$ cat src/rtl/pattern_scheduler_if.sv
// Bundle between a pattern_scheduler and its environment: requester-side request/config/status
// signals plus the shared blink-pattern generator control/status signals.
interface pattern_scheduler_if #(
   parameter int NREQ = 3,
   parameter int TW   = 32,
   parameter int RW   = 8
);
   logic [NREQ-1:0]    req;
   logic [NREQ*TW-1:0] req_ontime;
   logic [NREQ*TW-1:0] req_offtime;
   logic [NREQ*RW-1:0] req_reps;
   logic [NREQ-1:0]    grant;
   logic [NREQ-1:0]    done;
   logic [NREQ-1:0]    aborted;
   logic               busy;
   logic [TW-1:0]      pat_ontime;
   logic [TW-1:0]      pat_offtime;
   logic [RW-1:0]      pat_reps;
   logic               pat_enable;
   logic               pat_done;

   // Environment side: requesters plus the pattern generator.
   modport master (
      output req, req_ontime, req_offtime, req_reps, pat_done,
      input  grant, done, aborted, busy, pat_ontime, pat_offtime, pat_reps, pat_enable
   );

   // Scheduler side.
   modport slave (
      input  req, req_ontime, req_offtime, req_reps, pat_done,
      output grant, done, aborted, busy, pat_ontime, pat_offtime, pat_reps, pat_enable
   );
endinterface

$ cat src/rtl/pattern_scheduler.sv
// Fixed-priority sharer of one blink-pattern generator among NREQ requesters (index 0 wins).
// Optional macro PATTERN_PREEMPT_EN lets a higher-priority request abort a running pattern.
module pattern_scheduler #(
   parameter int NREQ       = 3,
   parameter int TW         = 32,
   parameter int RW         = 8,
   parameter int GAP_CYCLES = 4
) (
   input logic                i_hwclk,
   input logic                i_reset,
   pattern_scheduler_if.slave bus
);

   localparam int GW = (GAP_CYCLES > 1) ? $clog2(GAP_CYCLES) : 1;
   localparam logic [GW-1:0] GAP_LAST = GW'(GAP_CYCLES - 1);

   localparam logic [1:0] ST_IDLE = 2'd0;
   localparam logic [1:0] ST_LOAD = 2'd1;
   localparam logic [1:0] ST_RUN  = 2'd2;
   localparam logic [1:0] ST_GAP  = 2'd3;

   logic [1:0]      r_state;
   logic [NREQ-1:0] r_grant;
   logic [NREQ-1:0] r_done;
   logic [NREQ-1:0] r_aborted;
   logic [TW-1:0]   r_pat_ontime;
   logic [TW-1:0]   r_pat_offtime;
   logic [RW-1:0]   r_pat_reps;
   logic            r_pat_enable;
   logic            r_first_run;
   logic [GW-1:0]   r_gap_cnt;

   logic [NREQ-1:0] w_pick;
   logic            w_any_req;
   logic            w_win_req;
   logic [TW-1:0]   w_sel_ontime;
   logic [TW-1:0]   w_sel_offtime;
   logic [RW-1:0]   w_sel_reps;

   // Lowest set bit of req is the winner; its config slice is muxed one-hot.
   assign w_pick    = bus.req & (~bus.req + NREQ'(1));
   assign w_any_req = |bus.req;
   assign w_win_req = |(bus.req & r_grant);

   // NOTE: every signal assigned in always_comb gets a default first so no latch is inferred.
   always_comb begin
      w_sel_ontime  = '0;
      w_sel_offtime = '0;
      w_sel_reps    = '0;
      for (int i = 0; i < NREQ; i++) begin
         if (w_pick[i]) begin
            w_sel_ontime  = bus.req_ontime[i*TW +: TW];
            w_sel_offtime = bus.req_offtime[i*TW +: TW];
            w_sel_reps    = bus.req_reps[i*RW +: RW];
         end
      end
   end

`ifdef PATTERN_PREEMPT_EN
   // r_grant - 1 masks every index above the winner's priority, i.e. the lower indices.
   logic w_higher_req;
   assign w_higher_req = |(bus.req & (r_grant - NREQ'(1)));
`endif

   // NOTE: state registers use non-blocking assignments so every flop samples pre-edge values.
   always_ff @(posedge i_hwclk) begin
      if (i_reset) begin
         r_state       <= ST_IDLE;
         r_grant       <= '0;
         r_done        <= '0;
         r_aborted     <= '0;
         r_pat_ontime  <= '0;
         r_pat_offtime <= '0;
         r_pat_reps    <= '0;
         r_pat_enable  <= 1'b0;
         r_first_run   <= 1'b0;
         r_gap_cnt     <= '0;
      end else begin
         r_done    <= '0;
         r_aborted <= '0;
         case (r_state)
            ST_IDLE: begin
               if (w_any_req) begin
                  r_grant       <= w_pick;
                  r_pat_ontime  <= w_sel_ontime;
                  r_pat_offtime <= w_sel_offtime;
                  r_pat_reps    <= w_sel_reps;
                  r_state       <= ST_LOAD;
               end
            end

            ST_LOAD: begin
               // A zero-repetition pattern completes without ever enabling the generator.
               if (r_pat_reps == '0) begin
                  r_done    <= r_grant;
                  r_grant   <= '0;
                  r_gap_cnt <= GAP_LAST;
                  r_state   <= ST_GAP;
               end else begin
                  r_pat_enable <= 1'b1;
                  r_first_run  <= 1'b1;
                  r_state      <= ST_RUN;
               end
            end

            ST_RUN: begin
               r_first_run <= 1'b0;
               // pat_done on the first RUN cycle is left over from the previous pattern.
               if (!r_first_run && bus.pat_done) begin
                  r_done       <= r_grant;
                  r_grant      <= '0;
                  r_pat_enable <= 1'b0;
                  r_gap_cnt    <= GAP_LAST;
                  r_state      <= ST_GAP;
               end else if (!w_win_req) begin
                  r_grant      <= '0;
                  r_pat_enable <= 1'b0;
                  r_gap_cnt    <= GAP_LAST;
                  r_state      <= ST_GAP;
               end
`ifdef PATTERN_PREEMPT_EN
               else if (w_higher_req) begin
                  r_aborted    <= r_grant;
                  r_grant      <= '0;
                  r_pat_enable <= 1'b0;
                  r_gap_cnt    <= GAP_LAST;
                  r_state      <= ST_GAP;
               end
`endif
            end

            ST_GAP: begin
               if (r_gap_cnt == '0) begin
                  r_state <= ST_IDLE;
               end else begin
                  r_gap_cnt <= r_gap_cnt - GW'(1);
               end
            end

            default: r_state <= ST_IDLE;
         endcase
      end
   end

   assign bus.grant       = r_grant;
   assign bus.done        = r_done;
   assign bus.aborted     = r_aborted;
   assign bus.busy        = (r_state != ST_IDLE);
   assign bus.pat_ontime  = r_pat_ontime;
   assign bus.pat_offtime = r_pat_offtime;
   assign bus.pat_reps    = r_pat_reps;
   assign bus.pat_enable  = r_pat_enable;

   a_grant_onehot: assert property (@(posedge i_hwclk) disable iff (i_reset)
      $onehot0(r_grant));
   a_done_single: assert property (@(posedge i_hwclk) disable iff (i_reset)
      (r_done & $past(r_done)) == '0);
   a_abort_single: assert property (@(posedge i_hwclk) disable iff (i_reset)
      (r_aborted & $past(r_aborted)) == '0);
   a_enable_in_run: assert property (@(posedge i_hwclk) disable iff (i_reset)
      r_pat_enable == (r_state == ST_RUN));

endmodule

$ cat src/flat_wrapper.sv
// flat-port wrapper written by rule: the top's interface ports become plain ports
module pattern_scheduler_flat 
#(
   parameter int NREQ       = 3,
   parameter int TW         = 32,
   parameter int RW         = 8,
   parameter int GAP_CYCLES = 4
)
  (i_hwclk, i_reset, bus_req, bus_req_ontime, bus_req_offtime, bus_req_reps, bus_pat_done, bus_grant, bus_done, bus_aborted, bus_busy, bus_pat_ontime, bus_pat_offtime, bus_pat_reps, bus_pat_enable);
  pattern_scheduler_if #(.NREQ(NREQ), .TW(TW), .RW(RW)) bus_i ();
  input logic i_hwclk;
  input logic i_reset;
  input wire logic [$bits(bus_i.req)-1:0] bus_req;
  input wire logic [$bits(bus_i.req_ontime)-1:0] bus_req_ontime;
  input wire logic [$bits(bus_i.req_offtime)-1:0] bus_req_offtime;
  input wire logic [$bits(bus_i.req_reps)-1:0] bus_req_reps;
  input wire logic [$bits(bus_i.pat_done)-1:0] bus_pat_done;
  output wire logic [$bits(bus_i.grant)-1:0] bus_grant;
  output wire logic [$bits(bus_i.done)-1:0] bus_done;
  output wire logic [$bits(bus_i.aborted)-1:0] bus_aborted;
  output wire logic [$bits(bus_i.busy)-1:0] bus_busy;
  output wire logic [$bits(bus_i.pat_ontime)-1:0] bus_pat_ontime;
  output wire logic [$bits(bus_i.pat_offtime)-1:0] bus_pat_offtime;
  output wire logic [$bits(bus_i.pat_reps)-1:0] bus_pat_reps;
  output wire logic [$bits(bus_i.pat_enable)-1:0] bus_pat_enable;
  assign bus_i.req = bus_req;
  assign bus_i.req_ontime = bus_req_ontime;
  assign bus_i.req_offtime = bus_req_offtime;
  assign bus_i.req_reps = bus_req_reps;
  assign bus_i.pat_done = bus_pat_done;
  assign bus_grant = bus_i.grant;
  assign bus_done = bus_i.done;
  assign bus_aborted = bus_i.aborted;
  assign bus_busy = bus_i.busy;
  assign bus_pat_ontime = bus_i.pat_ontime;
  assign bus_pat_offtime = bus_i.pat_offtime;
  assign bus_pat_reps = bus_i.pat_reps;
  assign bus_pat_enable = bus_i.pat_enable;
  pattern_scheduler #(.NREQ(NREQ), .TW(TW), .RW(RW), .GAP_CYCLES(GAP_CYCLES)) u_core (.i_hwclk(i_hwclk), .i_reset(i_reset), .bus(bus_i));
endmodule
$ cat config.mk
export PLATFORM = sky130hd
export DESIGN_NAME = pattern_scheduler_flat
export DESIGN_NICKNAME = d
export VERILOG_FILES = /design/src/rtl/pattern_scheduler_if.sv /design/src/rtl/pattern_scheduler.sv /design/src/flat_wrapper.sv
export SDC_FILE = /design/constraint.sdc
export NUM_CORES = 1
export LEC_CHECK = 0
export ABC_CLOCK_PERIOD_IN_PS = 2100
export CORE_AREA = 2 2 120 122
export CTS_CLUSTER_DIAMETER = 30
export DETAILED_ROUTE_END_ITERATION = 16
export DIE_AREA = 0 0 122 124
export PLACE_DENSITY = 0.73
export SYNTH_ARGS = -nofsm -noshare
export SYNTH_HDL_FRONTEND = slang
export SYNTH_SLANG_ARGS = --single-unit
export TNS_END_PERCENT = 30
$ cat constraint.sdc
create_clock -name i_hwclk -period 2.1 [get_ports i_hwclk]
set_clock_uncertainty 0.1 [all_clocks]
set_input_delay 0.315 -clock i_hwclk [delete_from_list [all_inputs] [get_ports i_hwclk]]
set_output_delay 0.315 -clock i_hwclk [all_outputs]
set_load 0.01 [all_outputs]
# Word level (Yosys, flattened, before mapping)
# Index checks and enable logic that the tools add are counted.
# classes
add_sub_neg	2
n_mul	0
div	0
n_lt_le_gt_ge	0
eq_ne	9
shifts	0
mux	31
bitwise_logic	3
n_reduce_logical	17
# op_table
cell	count
32-bit 2-to-1 mux	6
8-bit 2-to-1 mux	3
3-bit 2-to-1 mux	6
2-bit 2-to-1 mux	6
3-bit one-hot mux with 3 select lines	1
8-bit zero test	1
2-bit one-hot mux with 4 select lines	1
4-bit AND reduction	2
3-bit bitwise AND	2
2-bit by 1-bit inequality test with 1-bit output, second input constant	3
2-bit one-hot mux with 3 select lines	1
3-bit one-hot mux with 2 select lines	1
3-bit AND reduction	2
3-bit nonzero test	2
3-bit OR reduction	2
2-bit equality test, second input constant	2
2-bit zero test	2
1-bit 2-to-1 mux	4
2-bit inequality test, second input constant	2
1-bit one-hot mux with 2 select lines	2
2-bit AND reduction	2
2-bit nonzero test	2
3-bit by 1-bit adder with 3-bit output, second input constant	1
3-bit inequality test, second input constant	1
5 further kinds	5
# word_totals
ff_bits	84
latch_bits	0
ram_bits	0
mem_bits_ro	0
out_inout_bits	83
elab_cells	71
mem_count	0

# Longest topological paths before layout
# Gate-level depths: netlist of the first run.
# logic_depth
word_depth	6
mapped_depth	8
depth_no_buf	6

# Worst setup path after synthesis of the first run
# No wires, ideal clock.
# synth_path
kind	flip-flop to flip-flop
startpoint	reg u_core.r_state[0]
endpoint	reg u_core.r_state[1]
setup_time_ns	0.128
arrival_ns	1.449
required_ns	1.872
path_slack_ns	0.423
stages_incl_launch_ff	7
n_path_buf	0
period_less_slack_ns	1.677
path_cell_list	dfxtp_1 -> inv_1 -> ha_1 -> or4b_1 -> o311a_2 -> mux2i_1 -> nor2_1
# synth_via
elab_chain_len	3
elab_cells_between_ends	9
# synth_lines
item	line	rtl
start, declared	pattern_scheduler.sv:22	logic [1:0] r_state;
start signal, assigned	pattern_scheduler.sv:68	r_state <= ST_IDLE;
start signal, assigned	pattern_scheduler.sv:88	r_state <= ST_LOAD;
start signal, assigned	pattern_scheduler.sv:98	r_state <= ST_GAP;
2-bit equality test / 2-bit zero test (equally long branches)	pattern_scheduler.sv:81	case (r_state)
3-bit inequality test (no source line) / 2-bit by 1-bit inequality test with 1-bit output (equally long branches)	--	
3-bit AND reduction (no source line)	--	
# Parallel ways exist; a longest one is shown, timed or not.
# A chain may end at the register's enable or synchronous reset.

# Worst setup path in the final report of the first run
# layout_path
startpoint	reg u_core.r_state[1]
endpoint	out bus_busy
# layout_via
elab_chain_len	1
# layout_lines
item	line	rtl
2-bit nonzero test	pattern_scheduler.sv:148	assign bus.busy = (r_state != ST_IDLE);
end, declared	flat_wrapper.sv:21	output wire logic [$bits(bus_i.busy)-1:0] bus_busy;
# Every way passes these cells.

==> impl_metrics.tcl, run 1 <==
set metrics [dict create \
    run_status "finished clean" \
    clock_tree.root_cell "sky130_fd_sc_hd__clkbuf_16" \
    worst_ir_drop_vdd_v 0.000542 \
    insertedDiodeCount 0 \
    critPathKind "flop to output port" \
    timing.max_cap.violations 0 \
    drc_violation_count_after_routing 0 \
    chipWidth_um 122 \
    worstPathArrival_ns 1.62 \
    h-tree-depth 3 \
    period_share_pct 97.0 \
    synth-adder-area-share_pct 1.64 \
    netlist_instances 570 \
    hold-worst-slack_ns 0.291 \
    cts_sinks 84 \
    fillerInstances 1250 \
    ios 305 \
    dp_hpwl_um 13000 \
    number_of_warnings_issued_by_yosys 0 \
    globalRouteOverflowTotal 0 \
    ys.flop_type "sky130_fd_sc_hd__dfxtp_1" \
    setup_tns_ns 0 \
    yosysUniqueCellTypes 37 \
    yosys.area_share.simple_pct 9.69 \
    placement.cell_area_um2 7720 \
    synth_sequential_area_ratio_pct 36.7 \
    crit_fanout 5 \
    rsz0062_at_grt "false" \
    postCtsSetupBuffers 0 \
    synth_edf_count 0 \
    core_region_area_um2 13700 \
    detail_route.vias_per_cell 5.22 \
    dominant_combinational_cell_family_by_area_after_synthesis "compound AO/OA/AOI/OAI gates" \
    synthesized_area_per_cell_um2 8.04 \
    rows 43 \
    tightestPinTransition_ns 0.670 \
    tritoncts_clock_tree "done" \
    layout.cells.most_common_list "298 x sky130_fd_sc_hd__clkdlybuf4s50_1, 82 x sky130_fd_sc_hd__dfxtp_1, 78 x sky130_fd_sc_hd__inv_1, 78 x sky130_fd_sc_hd__a21oi_1, 73 x sky130_fd_sc_hd__nand2_1" \
    final_antenna_net_count 0 \
    worst_setup_path_end_kind "output port" \
    worst_hold_startpoint "i_reset" \
    routabilityCongestion 0.840 \
    rrSetupSlack_ns 0.20 \
    hold-path-endpoint "u_core.bus.done[0]" \
    antenna_found_initial 0 \
    critical_path.reg2reg.endpoint "u_core.bus.grant[2]" \
    floorplan.die_area_um2 15100 \
    clk_transition_reported_paths_ns 0.06 \
    fmax_mhz 491 \
    ys_async_sr_fraction_pct 0 \
    syn2layout_area_growth_pct 75.1 \
    via_count 5336 \
    starting_density_pct 33.4 \
    layout-drive-gt1-share_pct 5.34 \
    synth_compound_gate_area_share_pct 39.1 \
    synthXorXnorAreaFrac_pct 0 \
    max-slew-margin-rel_pct 54.9 \
    numCtsBuffers 9 \
    worstRegToRegCells 4 \
    min_period_ns 2.04 \
    placement.io_buffers 301 \
    synthesized_area_um2 4580 \
    crit_path_start_kind "flop" \
    wl_per_cell_um 17.1 \
    clkLatencyLatePin_ns 0.34 \
    drt-total-wl_um 17500 \
    synthMuxAreaShare_pct 0.218 \
    setup_violations 0 \
    timing.final.hold_violations 0 \
    post-route-cell-area_um2 8030 \
    drt_pre_antenna_iters 5 \
    worst_ep_required_time_ns 1.68 \
    drt_iter0_markers 275 \
    floorplan.die.height_um 124 \
    num-nets-final 1065 \
    grt_pass1_vias 5141 \
    postSynthRegisterBits 84 \
    static_leak_uw 0.00323 \
    grt_start_max_net_pins 123 \
    global_route_wire_length_before_repair_um 26200 \
    powerDensity_nw_per_um2 954 \
    rr_startpoint "u_core.bus.pat_reps[0]" \
    timing.final.max_slew_violations 0 \
    path_type_of_the_worst_min_delay_path "input pin to flop" \
    grt_use_total_pct 22.1 \
    hold_path_depth 3 \
    cts_buffer_depth 2 \
    mostFrequentLayoutCell "sky130_fd_sc_hd__clkdlybuf4s50_1" \
]
cell families after synthesis:
logic type,after synthesis
AOI/OAI and AO/OA,239
adders and majority gates,6
buffers and inverters,140
DFF,84
muxes,1
other,1
and+or+nand+nor,99
where the power goes:
| group | internal, uW | switching (uW) | total, uW |
|---|---|---|---|
| Combinational | 1950 | 1790 | 3740 |
| Sequential | 2040 | 269 | 2310 |
| Clock | 951 | 648 | 1600 |
| Total | 4940 | 2710 | 7650 |
cell usage after synthesis, types with 6 or more instances:
library cell               number  share of area (%)
sky130_fd_sc_hd__clkbuf_1      32                2.6
sky130_fd_sc_hd__a21oi_1       78                8.5
sky130_fd_sc_hd__buf_2         22                2.4
sky130_fd_sc_hd__dfxtp_1       84                 37
sky130_fd_sc_hd__nand2_1       73                6.0
sky130_fd_sc_hd__a211o_1       72                 14
sky130_fd_sc_hd__buf_4          7                1.1
sky130_fd_sc_hd__a221oi_1      72                 14
sky130_fd_sc_hd__ha_1           6                1.6
sky130_fd_sc_hd__inv_1         79                6.5
final cells by class:
| class | count | area [um^2] | area share (%) |
|---|---|---|---|
| clock buffer | 10 | 239 | 2.98 |
| timing repair buffer | 315 | 3170 | 39.5 |
| clock inverter | 6 | 63.8 | 0.795 |
| inverter | 79 | 297 | 3.70 |
| sequential | 84 | 1680 | 21.0 |
| multi-input combinational | 348 | 2350 | 29.3 |
| tap | 180 | 225 | 2.81 |
per-layer routing:
layer  wire [um]  global-route usage [%]
met4         338                    7.97
met2        9070                    41.3
met1        6540                    24.3
met5           0                       0
met3        1520                    5.40
how the worst max path moves through the flow:
stage / to / depth (start not counted) / slack, ns / startpoint
after floorplan: u_core.r_state[1] / 6 / 0.42 / u_core.r_state[0]
after global placement: u_core.bus.pat_offtime[8] / 6 / 0.06 / bus_req[2]
after detailed placement: u_core.r_gap_cnt[1] / 5 / 0.03 / bus_req[2]
after CTS: bus_busy / 4 / 0.03 / u_core.r_state[0]
after global routing: bus_busy / 4 / 0.01 / u_core.r_state[1]
final: bus_busy / 4 / 0.06 / u_core.r_state[1]
flip-flops by register name, summed over array words and instances, names as in the netlist:
name	count
u_core.r_first_run	1
u_core.bus.pat_enable	1
u_core.bus.pat_offtime	32
u_core.r_gap_cnt	2
u_core.bus.done	3
u_core.bus.grant	3
u_core.r_state	2
u_core.bus.pat_reps	8
u_core.bus.pat_ontime	32
critical path, stage by stage (launching register included):
cell,delay [ns]
sky130_fd_sc_hd__dfxtp_2,0.36
sky130_fd_sc_hd__inv_1,0.09
sky130_fd_sc_hd__ha_2,0.22
sky130_fd_sc_hd__inv_1,0.07
sky130_fd_sc_hd__clkdlybuf4s50_1,0.53
per-stage QoR:
| step | setup WS [ns] | total power, uW | utilization [%] | std cells |
|---|---|---|---|---|
| 6_report | 0.0628 | 7650 | 58.5 | 1022 |
| 4_1_cts | 0.0279 | 7710 | 58.5 | 1022 |
| 5_1_grt | 0.0104 | 8150 | 58.5 | 1022 |
| 3_3_place_gp | 0.0649 | 5980 | 56.3 | 1006 |
| 3_5_place_dp | 0.0342 | 6070 | 56.3 | 1006 |
| 2_1_floorplan | 0.423 | 4330 | - | 572 |
timing repair:
item	CTS	global route
endpoints found under the hold margin	0	0
pin swaps	0	0
endpoints found under the setup margin	1	1
hold buffers	0	0
resized for setup	3	1
cloned	0	0
Power figures use the tool's default switching activity.
==> inputs of run 2 (changes only) <==
==> constraint.sdc (replaced) <==
create_clock -name i_hwclk -period 2.1 [get_ports i_hwclk]
set_clock_uncertainty 0.1 [all_clocks]
set_input_delay 0.42 -clock i_hwclk [delete_from_list [all_inputs] [get_ports i_hwclk]]
set_output_delay 0.42 -clock i_hwclk [all_outputs]
set_load 0.01 [all_outputs]
==> run 2 against run 1 <==
  * Sequential cell count stayed put
  * Total power is 3.7% higher
  * Sequential share of layout area is 0.19 points lower
  * Largest cell class unchanged
  * Largest power group unchanged
==> impl_metrics.tcl, run 2 (synthesis gave the netlist of run 1 again) <==
set metrics [dict create \
    cp.buffers_inverters 0 \
    dp_hpwl_um 13300 \
    numCtsBuffers 9 \
    internal-power_uw 5160 \
    drt_pre_antenna_iters 6 \
    critPathKind "flop to flop" \
    grt_start_max_net_pins 123 \
    syn2layout_area_growth_pct 76.7 \
    drt_iter0_markers 305 \
    static_leak_uw 0.00327 \
    period_share_pct 91.5 \
    worst_path_max_delay_cell "sky130_fd_sc_hd__nor4_1" \
    timing.max_cap.violations 0 \
    power_switching_uw 2780 \
    min_period_ns 1.92 \
    tightestPinTransition_ns 0.640 \
    powerDensity_nw_per_um2 980 \
    floorplan.die.height_um 124 \
    fillerInstances 1233 \
    placement.io_buffers 301 \
    crit_path_start_kind "flop" \
    worst_setup_path_end_kind "flop" \
    cts_buffer_depth 2 \
    timing.final.hold_violations 0 \
    setup_violations 0 \
    seqCellArea_um2 1680 \
    worst_ir_drop_vdd_v 0.000517 \
    combinationalPowerShare_pct 49.5 \
    grt_use_total_pct 21.9 \
    num-nets-final 1070 \
    setup_ws_ns 0.179 \
    floorplan.die_area_um2 15100 \
    timing.final.max_slew_violations 0 \
    max-slew-margin-rel_pct 57.0 \
    worst_ep_required_time_ns 2.22 \
    mostFrequentLayoutCell "sky130_fd_sc_hd__clkdlybuf4s50_1" \
    rows 43 \
    antenna_found_initial 0 \
    rsz0062_at_grt "false" \
    run_status "finished clean" \
    timing.critical_path.cells "nor4_1 -> a21boi_1 -> o31ai_1 -> a21oi_1" \
    setup_tns_ns 0 \
    grt_pass1_vias 5240 \
    core_region_area_um2 13700 \
    critPathMaxStageDelay_ns 0.58 \
    p_sw_share_pct 35.0 \
    fmax_mhz 521 \
    detail_route.vias_per_cell 5.26 \
    final_antenna_net_count 0 \
    cts_sinks 84 \
    multi_input_comb_area_um2 2350 \
    global_route_wire_length_before_repair_um 26200 \
    layout.cells.most_common_list "297 x sky130_fd_sc_hd__clkdlybuf4s50_1, 82 x sky130_fd_sc_hd__dfxtp_1, 78 x sky130_fd_sc_hd__inv_1, 78 x sky130_fd_sc_hd__a21oi_1, 73 x sky130_fd_sc_hd__nand2_1" \
    tritoncts_clock_tree "done" \
    power.sequential.fraction_pct 29.0 \
    via_count 5407 \
    critPathTopFamily "compound AO/OA/AOI/OAI gates" \
    hold-worst-slack_ns 0.353 \
    clkPwrFrac_pct 21.5 \
    clk_transition_reported_paths_ns 0.06 \
    routabilityCongestion 0.884 \
    ios 305 \
    h-tree-depth 3 \
    starting_density_pct 33.4 \
    globalRouteOverflowTotal 0 \
    crit_fanout 6 \
    pre_cts_slack_ns -0.0944 \
    drc_violation_count_after_routing 0 \
    wl_per_cell_um 17.4 \
    clkLatencyLatePin_ns 0.34 \
    path_type_of_the_worst_min_delay_path "flop to flop" \
    drt-total-wl_um 17800 \
    insertedDiodeCount 0 \
    postCtsSetupBuffers 0 \
    chipWidth_um 122 \
    clock_tree.root_cell "sky130_fd_sc_hd__clkbuf_16" \
    layout-drive-gt1-share_pct 5.90 \
    worstPathArrival_ns 2.04 \
]
## run 2: cell types whose count changed in the layout (fill, tap and decap cells not counted)
cell,before,now
sky130_fd_sc_hd__buf_12,5,7
sky130_fd_sc_hd__buf_4,10,13
sky130_fd_sc_hd__bufinv_16,1,2
sky130_fd_sc_hd__clkbuf_8,1,0
sky130_fd_sc_hd__clkdlybuf4s50_1,298,297
sky130_fd_sc_hd__clkinv_2,2,3
sky130_fd_sc_hd__clkinvlp_4,2,1
sky130_fd_sc_hd__dlygate4sd2_1,0,1
## run 2: power groups by stage
stage,registers (uW),clock network [uW],logic (uW)
floorplan,2470,0,1850
global placement,2320,0,3840
detailed placement,2330,0,3940
CTS,2310,1750,3950
global route,2360,1810,4250
finish,2300,1710,3930
## run 2: final timing paths
kind / start / endpoint / slack, ns / cells past startpoint
setup reg to reg: u_core.bus.pat_reps[0] / u_core.bus.grant[1] / 0.18 / 4
setup / recovery: u_core.bus.pat_reps[0] / u_core.bus.grant[1] / 0.18 / 4
hold reg to reg: u_core.bus.pat_offtime[19] / u_core.bus.pat_offtime[19] / 0.35 / 2
hold / removal: u_core.bus.pat_offtime[19] / u_core.bus.pat_offtime[19] / 0.35 / 2
## run 2: tightest hold or removal path: cells and delay by family, from the launching register on
| family | cells | cell delay (ns) |
|---|---|---|
| AOI/OAI and AO/OA | 1 | 0.05 |
| DFF | 1 | 0.31 |
| and+or+nand+nor | 1 | 0.05 |
## run 2: area by class of cell
cell class | count | share of cell area, %
multi-input cells | 348 | 29.0
flip-flops and latches | 84 | 20.8
inverters | 79 | 3.66
repair buffers | 320 | 39.9
clock buffers | 9 | 2.78
clock inverters | 7 | 1.13
well taps | 180 | 2.78
## run 2: per-stage QoR
| stage | utilization [%] | total power [uW] | instances | instance area, um^2 |
|---|---|---|---|---|
| final | 59.0 | 7940 | 1027 | 8100 |
| after global routing | 59.0 | 8420 | 1027 | 8100 |
| after CTS | 59.0 | 8010 | 1027 | 8100 |
| after detailed placement | 56.7 | 6270 | 1011 | 7780 |
| after global placement | 56.7 | 6160 | 1011 | 7780 |
| after floorplan | - | 4330 | 572 | 4590 |
## run 2: layer usage
layer	up-vias	wire length (um)	GRT usage, %
li1	2624	-	-
met1	2500	6700	23.8
met2	248	9000	40.6
met3	35	1720	6.09
met4	0	395	8.26
met5	-	0	0
## run 2: what timing repair did
| item | in CTS | in global routing |
|---|---|---|
| gates resized for setup | 5 | 0 |
| setup endpoints to repair | 1 | 0 |
| endpoints found under the hold margin | 0 | 0 |
| hold buffers | 0 | 0 |
